File: src/rtl/param_acc_cpu_pkg.sv
// Shared types for the accumulator CPU: opcode and FSM state encodings.
package param_acc_cpu_pkg;

  // Width of the opcode field held in the top bits of every instruction.
  localparam int OPC_W = 4;

  typedef enum logic [OPC_W-1:0] {
    OP_NOP   = 4'h0,
    OP_LDA_I = 4'h1,
    OP_ADD   = 4'h2,
    OP_SUB   = 4'h3,
    OP_AND   = 4'h4,
    OP_OR    = 4'h5,
    OP_XOR   = 4'h6,
    OP_NOT   = 4'h7,
    OP_LDB_I = 4'h8,
    OP_STA   = 4'h9,
    OP_LDA_M = 4'hA,
    OP_JMP   = 4'hB,
    OP_BEQ   = 4'hC,
    OP_BNE   = 4'hD,
    OP_BCS   = 4'hE,
    OP_HLT   = 4'hF
  } opcode_e;

  typedef enum logic [2:0] {
    S_FETCH,
    S_DECODE,
    S_OPERAND,
    S_EXEC,
    S_HALT
  } state_e;

endpackage

File: src/rtl/param_acc_cpu_if.sv
// Control, program-load and status signals of the accumulator CPU.
interface param_acc_cpu_if #(
  parameter int DATA_W = 8,
  parameter int ADDR_W = 4
);
  logic              en;
  logic              start;
  logic              ld_valid;
  logic [ADDR_W-1:0] ld_addr;
  logic [DATA_W-1:0] ld_data;
  logic              ld_ready;
  logic [DATA_W-1:0] acc_out;
  logic [ADDR_W-1:0] pc_out;
  logic              flag_z;
  logic              flag_c;
  logic              halted;

  modport master (
    output en, start, ld_valid, ld_addr, ld_data,
    input  ld_ready, acc_out, pc_out, flag_z, flag_c, halted
  );

  modport slave (
    input  en, start, ld_valid, ld_addr, ld_data,
    output ld_ready, acc_out, pc_out, flag_z, flag_c, halted
  );
endinterface

File: src/rtl/param_acc_cpu_ram.sv
// Unified program/data memory: one synchronous write port, two async read ports.
module param_acc_cpu_ram #(
  parameter int DATA_W = 8,
  parameter int ADDR_W = 4
) (
  input  logic              clk,
  input  logic              we,
  input  logic [ADDR_W-1:0] waddr,
  input  logic [DATA_W-1:0] wdata,
  input  logic [ADDR_W-1:0] ra_addr,
  output logic [DATA_W-1:0] ra_data,
  input  logic [ADDR_W-1:0] rb_addr,
  output logic [DATA_W-1:0] rb_data
);

  logic [DATA_W-1:0] mem_q [2**ADDR_W];

  // Write port shared by program load and STA.
  // NOTE: the array has no reset so a loaded program survives rst and maps to plain RAM.
  always_ff @(posedge clk) begin
    if (we) mem_q[waddr] <= wdata;
  end

  assign ra_data = mem_q[ra_addr];
  assign rb_data = mem_q[rb_addr];

endmodule

File: src/rtl/param_acc_cpu.sv
// Multi-cycle accumulator CPU with program-load port.
module param_acc_cpu
  import param_acc_cpu_pkg::*;
#(
  parameter int DATA_W = 8,
  parameter int ADDR_W = 4
) (
  input  logic          clk,
  input  logic          rst,
  param_acc_cpu_if.slave bus
);

  state_e            state_q, state_d;
  logic [DATA_W-1:0] acc_q, acc_d, b_q, b_d, ir_q, ir_d;
  logic [ADDR_W-1:0] pc_q, pc_d;
  logic              c_q, c_d, z_q, z_d;

  opcode_e           opc;
  logic [ADDR_W-1:0] op_addr;
  logic [DATA_W-1:0] rd_pc, rd_op, acc_new;
  logic [DATA_W:0]   sum;
  logic              acc_wr, sta_we, ld_we;

  assign opc     = opcode_e'(ir_q[DATA_W-1 -: OPC_W]);
  assign op_addr = ir_q[ADDR_W-1:0];
  assign sum     = {1'b0, acc_q} + {1'b0, b_q};

  assign bus.ld_ready = ~bus.en | (state_q == S_HALT);
  assign ld_we        = bus.ld_valid & bus.ld_ready;

  // Loads and STA never overlap: loads need ld_ready, STA needs a running CPU.
  param_acc_cpu_ram #(.DATA_W(DATA_W), .ADDR_W(ADDR_W)) u_ram (
    .clk     (clk),
    .we      (ld_we | sta_we),
    .waddr   (ld_we ? bus.ld_addr : op_addr),
    .wdata   (ld_we ? bus.ld_data : acc_q),
    .ra_addr (pc_q),
    .ra_data (rd_pc),
    .rb_addr (op_addr),
    .rb_data (rd_op)
  );

  // Next-state and datapath: restart, stall, or advance one FSM step.
  // NOTE: every signal gets a hold/idle default first so no path infers a latch.
  always_comb begin
    state_d = state_q;
    acc_d   = acc_q;
    b_d     = b_q;
    ir_d    = ir_q;
    pc_d    = pc_q;
    c_d     = c_q;
    z_d     = z_q;
    acc_new = '0;
    acc_wr  = 1'b0;
    sta_we  = 1'b0;

    if (bus.start) begin
      pc_d    = '0;
      state_d = S_FETCH;
    end else if (bus.en && state_q != S_HALT) begin
      unique case (state_q)
        S_FETCH: begin
          ir_d    = rd_pc;
          pc_d    = pc_q + 1'b1;
          state_d = S_DECODE;
        end
        S_DECODE: begin
          state_d = (opc == OP_LDA_I || opc == OP_LDB_I) ? S_OPERAND : S_EXEC;
        end
        S_OPERAND: begin
          pc_d = pc_q + 1'b1;
          if (opc == OP_LDA_I) begin
            acc_new = rd_pc;
            acc_wr  = 1'b1;
          end else begin
            b_d = rd_pc;
          end
          state_d = S_EXEC;
        end
        S_EXEC: begin
          state_d = S_FETCH;
          case (opc)
            OP_ADD:   begin {c_d, acc_new} = sum;           acc_wr = 1'b1; end
            OP_SUB:   begin acc_new = acc_q - b_q;
                            c_d = (acc_q < b_q);            acc_wr = 1'b1; end
            OP_AND:   begin acc_new = acc_q & b_q;          acc_wr = 1'b1; end
            OP_OR:    begin acc_new = acc_q | b_q;          acc_wr = 1'b1; end
            OP_XOR:   begin acc_new = acc_q ^ b_q;          acc_wr = 1'b1; end
            OP_NOT:   begin acc_new = ~acc_q;               acc_wr = 1'b1; end
            OP_LDA_M: begin acc_new = rd_op;                acc_wr = 1'b1; end
            OP_STA:   sta_we = 1'b1;
            OP_JMP:   pc_d = op_addr;
            OP_BEQ:   if (z_q)  pc_d = op_addr;
            OP_BNE:   if (!z_q) pc_d = op_addr;
            OP_BCS:   if (c_q)  pc_d = op_addr;
            OP_HLT:   state_d = S_HALT;
            default:  ;
          endcase
        end
        default: ;
      endcase
    end

    if (acc_wr) begin
      acc_d = acc_new;
      z_d   = (acc_new == '0);
    end
  end

  // Architectural state register with asynchronous reset.
  // NOTE: sequential state uses non-blocking assignments so all flops update together.
  always_ff @(posedge clk or posedge rst) begin
    if (rst) begin
      state_q <= S_FETCH;
      acc_q   <= '0;
      b_q     <= '0;
      ir_q    <= '0;
      pc_q    <= '0;
      c_q     <= 1'b0;
      z_q     <= 1'b0;
    end else begin
      state_q <= state_d;
      acc_q   <= acc_d;
      b_q     <= b_d;
      ir_q    <= ir_d;
      pc_q    <= pc_d;
      c_q     <= c_d;
      z_q     <= z_d;
    end
  end

  assign bus.acc_out = acc_q;
  assign bus.pc_out  = pc_q;
  assign bus.flag_z  = z_q;
  assign bus.flag_c  = c_q;
  assign bus.halted  = (state_q == S_HALT);

endmodule

File: src/flat_wrapper.sv
// flat-port wrapper written by rule: the top's interface ports become plain ports
module param_acc_cpu_flat import param_acc_cpu_pkg::*;
#(
  parameter int DATA_W = 8,
  parameter int ADDR_W = 4
)
  (clk, rst, bus_en, bus_start, bus_ld_valid, bus_ld_addr, bus_ld_data, bus_ld_ready, bus_acc_out, bus_pc_out, bus_flag_z, bus_flag_c, bus_halted);
  param_acc_cpu_if #(.DATA_W(DATA_W), .ADDR_W(ADDR_W)) bus_i ();
  input  logic clk;
  input  logic rst;
  input wire logic [$bits(bus_i.en)-1:0] bus_en;
  input wire logic [$bits(bus_i.start)-1:0] bus_start;
  input wire logic [$bits(bus_i.ld_valid)-1:0] bus_ld_valid;
  input wire logic [$bits(bus_i.ld_addr)-1:0] bus_ld_addr;
  input wire logic [$bits(bus_i.ld_data)-1:0] bus_ld_data;
  output wire logic [$bits(bus_i.ld_ready)-1:0] bus_ld_ready;
  output wire logic [$bits(bus_i.acc_out)-1:0] bus_acc_out;
  output wire logic [$bits(bus_i.pc_out)-1:0] bus_pc_out;
  output wire logic [$bits(bus_i.flag_z)-1:0] bus_flag_z;
  output wire logic [$bits(bus_i.flag_c)-1:0] bus_flag_c;
  output wire logic [$bits(bus_i.halted)-1:0] bus_halted;
  assign bus_i.en = bus_en;
  assign bus_i.start = bus_start;
  assign bus_i.ld_valid = bus_ld_valid;
  assign bus_i.ld_addr = bus_ld_addr;
  assign bus_i.ld_data = bus_ld_data;
  assign bus_ld_ready = bus_i.ld_ready;
  assign bus_acc_out = bus_i.acc_out;
  assign bus_pc_out = bus_i.pc_out;
  assign bus_flag_z = bus_i.flag_z;
  assign bus_flag_c = bus_i.flag_c;
  assign bus_halted = bus_i.halted;
  param_acc_cpu #(.DATA_W(DATA_W), .ADDR_W(ADDR_W)) u_core (.clk(clk), .rst(rst), .bus(bus_i));
endmodule
File: config.mk
export PLATFORM = sky130hd
export DESIGN_NAME = param_acc_cpu_flat
export DESIGN_NICKNAME = d
export VERILOG_FILES = /design/src/rtl/param_acc_cpu_pkg.sv /design/src/rtl/param_acc_cpu_if.sv /design/src/rtl/param_acc_cpu_ram.sv /design/src/rtl/param_acc_cpu.sv /design/src/flat_wrapper.sv
export SDC_FILE = /design/constraint.sdc
export NUM_CORES = 1
export LEC_CHECK = 0
export CAP_MARGIN = 20
export CELL_PAD_IN_SITES_DETAIL_PLACEMENT = 0
export CELL_PAD_IN_SITES_GLOBAL_PLACEMENT = 1
export CORE_ASPECT_RATIO = 0.8
export CORE_MARGIN = 2
export CORE_UTILIZATION = 52
export CTS_CLUSTER_DIAMETER = 80
export DETAILED_ROUTE_END_ITERATION = 7
export GPL_TIMING_DRIVEN = 0
export PLACE_DENSITY = 0.84
export SETUP_SLACK_MARGIN = 0.3
export SLEW_MARGIN = 40
export SYNTH_ARGS = -nofsm -noshare
export SYNTH_HDL_FRONTEND = slang
export SYNTH_SLANG_ARGS = --single-unit
export TNS_END_PERCENT = 10
File: constraint.sdc
create_clock -name clk -period 2.6 [get_ports clk]
set_input_delay 0.78 -clock clk [delete_from_list [all_inputs] [get_ports clk]]
set_output_delay 0.78 -clock clk [all_outputs]
set_load 0.02 [all_outputs]
==> results of run 1 <==
## what timing repair did
item                                    in CTS  in global routing
endpoints found under the setup margin     292                164
endpoints found under the hold margin        0                  0
gates resized for setup                    106                 75
buffers inserted                            23                  3
pin swaps                                   20                 23
cloned                                       1                  0
## how the worst max path moves through the flow
stage | slack, ns | startpoint | endpoint
2_1_floorplan | 0.23 | u_core.bus.pc_out[0] | u_core.bus.flag_z
3_5_place_dp | -0.71 | bus_en | u_core.u_ram.mem_q[7][6]
3_3_place_gp | -0.79 | bus_en | u_core.b_q[1]
4_1_cts | 0.06 | u_core.ir_q[1] | u_core.bus.flag_z
5_1_grt | -0.07 | u_core.ir_q[4] | u_core.bus.flag_z
6_report | -0.11 | u_core.ir_q[4] | u_core.bus.flag_z
## cell usage in the layout (no fill, tap or decap), types with 12 or more instances in the layout
cell type                         instances
sky130_fd_sc_hd__inv_1                   29
sky130_fd_sc_hd__a21oi_1                 18
sky130_fd_sc_hd__mux2_2                  16
sky130_fd_sc_hd__nor2_4                  16
sky130_fd_sc_hd__edfxtp_1               128
sky130_fd_sc_hd__nor2_1                  31
sky130_fd_sc_hd__nor2b_1                 13
sky130_fd_sc_hd__buf_4                   18
sky130_fd_sc_hd__nor3_1                  12
sky130_fd_sc_hd__mux2i_1                 17
sky130_fd_sc_hd__clkbuf_16               17
sky130_fd_sc_hd__nand2_1                 44
sky130_fd_sc_hd__dfrtp_1                 23
sky130_fd_sc_hd__o21ai_0                 22
sky130_fd_sc_hd__mux4_2                  59
sky130_fd_sc_hd__buf_12                  14
sky130_fd_sc_hd__clkdlybuf4s50_1         19
sky130_fd_sc_hd__ha_1                    21
## registers in the layout (all words and copies together), names as in the netlist
name,cells
u_core.state_q,3
u_core.bus.flag_z,1
u_core.b_q,8
u_core.ir_q,8
u_core.u_ram.mem_q,128
u_core.bus.flag_c,1
u_core.bus.pc_out,4
u_core.bus.acc_out,8
## power breakdown
part	leakage (nW)	internal, mW	total [mW]	switching, mW
sequential	1.57	3.25	3.53	0.272
clock	0.289	1.61	2.65	1.04
combinational	2.24	2.52	5.85	3.33
total	4.10	7.38	12.0	4.64
## critical path, cell delays in order, from the launching register on
cell	delay, ns
sky130_fd_sc_hd__dfrtp_1	0.36
sky130_fd_sc_hd__clkbuf_4	0.20
sky130_fd_sc_hd__and4bb_2	0.42
sky130_fd_sc_hd__nand2_1	0.29
sky130_fd_sc_hd__nor4_1	0.71
sky130_fd_sc_hd__nor4_2	0.10
sky130_fd_sc_hd__a31oi_1	0.19
sky130_fd_sc_hd__a21oi_1	0.09
sky130_fd_sc_hd__nand2b_1	0.15
sky130_fd_sc_hd__o31ai_2	0.07
## final cells by class
class                      instances  area, um2  share of cell area [%]
tap                              225      281.5                   2.477
sequential                       161       4682                   41.20
buffer                            38      395.4                   3.479
timing repair buffer              58      654.4                   5.758
clock inverter                    13      185.2                   1.629
inverter                          34      135.1                   1.189
multi-input combinational        436       4598                   40.46
clock buffer                      19      432.9                   3.809
## routing by layer
| layer | part of all wire, % | GRT usage [%] | wire length, um |
|---|---|---|---|
| met1 | 42 | 46.34 | 11540 |
| met2 | 45 | 44.91 | 12530 |
| met3 | 10 | 10.30 | 2814 |
| met4 | 3.1 | 10.28 | 859 |
| met5 | 0 | 2.222 | 0 |
## Yosys cell counts (all sizes together), types with 7 or more instances
cell    instances
edfxtp        128
mux4           67
nand2          48
nor2           47
dfrtp          33
inv            33
o21ai          33
ha             25
buf            22
mux2i          22
a21oi          21
mux2           17
nor3           17
clkbuf         16
nor2b          14
a22oi          11
nand2b         11
nor3b          10
nand3           8
a31oi           7
o22ai           7
## through the flow
| stage | area, um2 | instances | util [%] |
|---|---|---|---|
| after floorplan | 9294 | 669 | - |
| after global placement | 9886 | 925 | 57.60 |
| after detailed placement | 9891 | 925 | 57.63 |
| after CTS | 11070 | 981 | 64.53 |
| after global routing | 11360 | 984 | 66.22 |
| final | 11360 | 984 | 66.22 |
## kinds of logic after synthesis
kind of cell	Yosys count	synth area share [%]
xor gates and xnor gates	8	0.7757
adders and majority gates	27	3.906
buffers and inverters	72	3.559
and+or+nand+nor	176	9.571
AOI/OAI and AO/OA	119	8.573
muxes	106	21.93
DFF	161	51.69
==> qor.txt, run 1 <==
outcome = complete, but fails checks
violated checks = setup timing
die height = 121.9 um
final hold violation count = 0
worst-case reg-to-reg path depth = 9
synthesis-to-layout area growth = 25.80%
initial core utilization = 52.64%
Worst Hold Endpoint = u_core.bus.flag_c
Die Outline Area = 18450 um2
initial antenna violation count = 0
number of top-level design ports = 33
worst vdd ir = 0.5746 mV
number of global-route vias before repair = 6572
period utilisation layout = 104.3%
P per Cell Area = 1058 nW/um2
number of maximum-capacitance constraint violations = 0
worst hold start = u_core.bus.flag_c
worst slew margin relative to its limit = 53.02%
detailed-route vias per instance = 6.837
# setup viols final = 1
largest net degree at the start of global routing = 34
Synthesis Warnings = 0
synthesized cell area = 9034 um2
Core Footprint = 17160 um2
kind of capture point of the worst setup path = register
Mapped Avg Cell Area = 13.50 um2
worst reg2reg startpoint = u_core.ir_q[4]
Net count, final = 790
total vias in the final route = 6728
Synth Flop Type = sky130_fd_sc_hd__edfxtp_1
antenna cells = 0
Pleak = 4.103 nW
total design power = 12.02 mW
Final min period = 2.711 ns
number of H-tree levels = 4
overall track demand over capacity in global routing = 31.65%
worst min-delay path class = reg -> reg
number of distinct library cells after synthesis = 59
die outline width = 151.4 um
final wirelength = 27.75 mm
Worst Path Class, Setup = reg -> reg
average wire per cell in the routed design = 28.20 um
top cell type by total area after synthesis = sky130_fd_sc_hd__edfxtp_1
overflow left after global routing = 0
number of buffers inserted during clock tree synthesis = 17
number of instances on the worst hold path = 2
Critical Path AT = 3.02 ns
synthesized instance count = 669
DR pass1 iterations = 7
clock sink count = 161
Hold Worst Slack = 0.5345 ns
fraction of post-synthesis cell area in the top cell type by area = 42.55%
post-route worst setup slack = -0.1108 ns
post-synthesis sequential area ratio = 51.69%
RSZ-0062 raised after global routing = true
number of register bits inferred by synthesis = 161
pin slew with the least headroom to its limit = 0.6982 ns
setup slack on the worst flop-to-flop path = -0.11 ns
kind of start point of the critical path = register
Achievable Freq = 368.9 MHz
Final ANT Viol Nets = 0
count of pins over their slew limit = 0
Filler Cells Inserted = 1210
buffer levels on the longest clock path = 2
CTS root buf = sky130_fd_sc_hd__clkbuf_16
Worst-path clk slew = 0.07 ns
first-pass GRT wire length = 40.86 mm
critical-path maximum fanout = 8
clock insertion delay at the later pin of the skew report = 0.43 ns
row cnt = 43
Total Negative Setup Slacks = -0.1108 ns
hold buffer count at cts = 0
layout cell share with drive strength beyond 1 = 35.05%
top cells by area in the synthesized netlist = sky130_fd_sc_hd__edfxtp_1, sky130_fd_sc_hd__mux4_2, sky130_fd_sc_hd__dfrtp_1
DP Wirelength = 19.01 mm
count of flip-flops with a built-in enable after synthesis = 128
number of violations reported at the end of detailed-routing iteration 0 = 802
number of DRC violations after detailed routing = 0
Clock Skews = 0.008265 ns
net count of the mapped netlist = 713
gpl congestion = 0.9271
worst slack at placement = -0.7145 ns
TritonCTS clock tree = done
worst reg2reg endpoint = u_core.bus.flag_z
Data required, critical path = 2.91 ns
number of input and output port buffers inserted = 31
Synth async-reset ratio = 20.50%
Note: power is estimated with default switching activity, not from simulation.
==> run 2: changes to the inputs <==
Settings changed: CORE_UTILIZATION 52 to 56, PLACE_DENSITY 0.84 to 0.89, SETUP_SLACK_MARGIN 0.3 to 0.02.
Clock period 2.6 ns to 3.44 ns, I/O delays scaled along.
==> run 2 against run 1 <==
  * The run now ends clean
  * Via count fell by 1.9%
  * Global-route usage fell by 0.86 points
  * Sequential power decreased by 25%
  * Power down 32%
  * Critical path depth rose by 1
  * Clock power down 26%
  * Final area is 9.5% lower
  * Sequential share of layout area grew 4.2 points
  * Utilization shrank 1.1 points
  * Non-clock buffer count is 28 lower
  * First-iteration DRC count up 12%
  * Critical endpoint unchanged
  * Largest cell class unchanged
==> qor.txt, run 2 (synthesized netlist as in run 1, its figures left out) <==
count of pins over their slew limit = 0
kind of capture point of the worst setup path = register
average wire per cell in the routed design = 27.25 um
period utilisation layout = 97.83%
P_sw = 3.164 mW
Comb power frac = 43.9%
CTS root buf = sky130_fd_sc_hd__clkbuf_16
PostCTS Resize Cnt = 0
Worst Path Class, Setup = reg -> reg
first-pass GRT wire length = 38.53 mm
TritonCTS clock tree = done
DP Wirelength = 18.29 mm
clock insertion delay at the later pin of the skew report = 0.44 ns
Pint = 5.066 mW
flip-flop count of the largest register after layout = 128
pin slew with the least headroom to its limit = 0.8089 ns
die outline width = 146 um
die height = 117.6 um
number of buffers inserted during clock tree synthesis = 17
Worst-path clk slew = 0.06 ns
worst setup path start = u_core.ir_q[1]
kind of start point of the critical path = register
antenna cells = 0
worst min-delay path class = reg -> reg
number of global-route vias before repair = 6340
# setup viols final = 0
buffers inserted during post-CTS setup optimization = 0
total placed instance area = 9663 um2
number of input and output port buffers inserted = 31
total length of routed met3 wires = 2.965 mm
Final ANT Viol Nets = 0
largest net degree at the start of global routing = 34
number of maximum-capacitance constraint violations = 0
switching power share of the total = 38.44%
buffer levels on the longest clock path = 2
hold buffer count at cts = 0
Achievable Freq = 297.1 MHz
initial antenna violation count = 0
final hold violation count = 0
row cnt = 41
number of violations reported at the end of detailed-routing iteration 0 = 901
total design power = 8.230 mW
Pleak = 3.637 nW
overall track demand over capacity in global routing = 30.79%
clock sink count = 161
top routing layer in use = met4
Net count, final = 762
synthesis-to-layout area growth = 13.81%
post-placement cell count = 915
DR WL met2 = 11.37 mm
design area = 10280 um2
Die Outline Area = 17170 um2
most common cell after layout, fill and taps aside = sky130_fd_sc_hd__edfxtp_1
detailed-route vias per instance = 6.978
worst slew margin relative to its limit = 46.08%
Largest Register = u_core.u_ram.mem_q
fraction of power consumed by the clock network = 23.8%
Clock Skews = 0.01132 ns
overflow left after global routing = 0
number of DRC violations after detailed routing = 0
P per Cell Area = 800.5 nW/um2
top library cells by usage in the layout, fill and taps aside = sky130_fd_sc_hd__edfxtp_1, sky130_fd_sc_hd__mux4_2, sky130_fd_sc_hd__nand2_1
DR pass1 iterations = 6
number of H-tree levels = 4
Core Footprint = 15800 um2
Final min period = 3.365 ns
layout cell share with drive strength beyond 1 = 19.70%
RSZ-0062 raised after global routing = false
wire length on met1 = 10.59 mm
outcome = completed
worst vdd ir = 0.4925 mV
Seq pwr share = 32.3%
Filler Cells Inserted = 1168
final wirelength = 25.78 mm
critical-path maximum fanout = 10
initial core utilization = 57.17%
number of top-level design ports = 33
worst reg2reg startpoint = u_core.ir_q[1]
count of placed standard cells in the final layout, fillers left out = 946
Critical Path AT = 3.71 ns
gpl congestion = 0.9218
Data required, critical path = 3.78 ns
setup slack on the worst flop-to-flop path = 0.07 ns
total vias in the final route = 6601
worst hold start = u_core.bus.flag_c
-- run 2: cell types whose count changed in the layout (fill, tap and decap cells not counted), moves of 10 or more --
cell and change:
sky130_fd_sc_hd__dfrtp_1 +10, sky130_fd_sc_hd__nor2_2 +16, sky130_fd_sc_hd__clkdlybuf4s50_1 +12, sky130_fd_sc_hd__clkbuf_1 +10, sky130_fd_sc_hd__dfrtp_2 -10, sky130_fd_sc_hd__nor2_4 -16, sky130_fd_sc_hd__buf_2 +10, sky130_fd_sc_hd__buf_12 -13
sky130_fd_sc_hd__o21ai_0 +10, sky130_fd_sc_hd__buf_4 -15
-- run 2: layer usage --
metal	vias up	global-route usage [%]
met5	-	0
met4	0	11.17
met3	84	7.713
met2	467	44.58
met1	3324	45.75
li1	2726	-
-- run 2: through the flow --
step	setup TNS, ns	setup WS [ns]	utilization, %	hold WS [ns]
detailed placement	-9.540	-0.2245	61.16	0.5230
floorplan	0	0.6321	-	0.5185
CTS	0	0.1295	65.00	0.5419
global placement	-31.30	-0.3729	60.84	0.5137
global route	0	0.03815	65.07	0.6094
finish	0	0.07460	65.07	0.5335
-- run 2: cell type report --
type	count	area, um2	area share (%)
Buffer	37	191.4	1.862
Timing Repair Buffer	31	310.3	3.018
Clock buffer	17	425.4	4.138
Sequential cell	161	4669	45.42
Tap cell	215	269.0	2.617
Multi-Input combinational cell	436	4101	39.89
Clock inverter	15	185.2	1.801
Inverter	34	128.9	1.254
-- run 2: final timing paths --
check                                     to  cells after the start
setup / recovery           u_core.bus.flag_z                     10
hold / removal             u_core.bus.flag_c                      2
setup reg to reg           u_core.bus.flag_z                     10
hold reg to reg            u_core.bus.flag_c                      2
max in group asynchronous      u_core.b_q[6]                      2
min in group asynchronous      u_core.b_q[1]                      2
-- run 2: worst max-delay path, cell delays in order, from the launching register on --
cell and delay [ns]:
sky130_fd_sc_hd__dfrtp_1 0.44, sky130_fd_sc_hd__buf_4 0.25, sky130_fd_sc_hd__buf_2 0.32, sky130_fd_sc_hd__buf_2 0.39
sky130_fd_sc_hd__buf_2 0.44, sky130_fd_sc_hd__mux2i_1 0.37, sky130_fd_sc_hd__o221ai_1 0.18, sky130_fd_sc_hd__a22oi_1 0.26
sky130_fd_sc_hd__nor4b_2 0.28, sky130_fd_sc_hd__nand3b_1 0.14, sky130_fd_sc_hd__o31ai_2 0.20
-- run 2: power groups by stage --
stage	logic, mW	registers [mW]	clock network [mW]
final	3.61	2.66	1.96
after detailed placement	3.50	2.69	0
after global routing	3.87	2.68	2.04
after global placement	3.42	2.68	0
after CTS	3.54	2.65	1.96
after floorplan	2.42	2.69	0
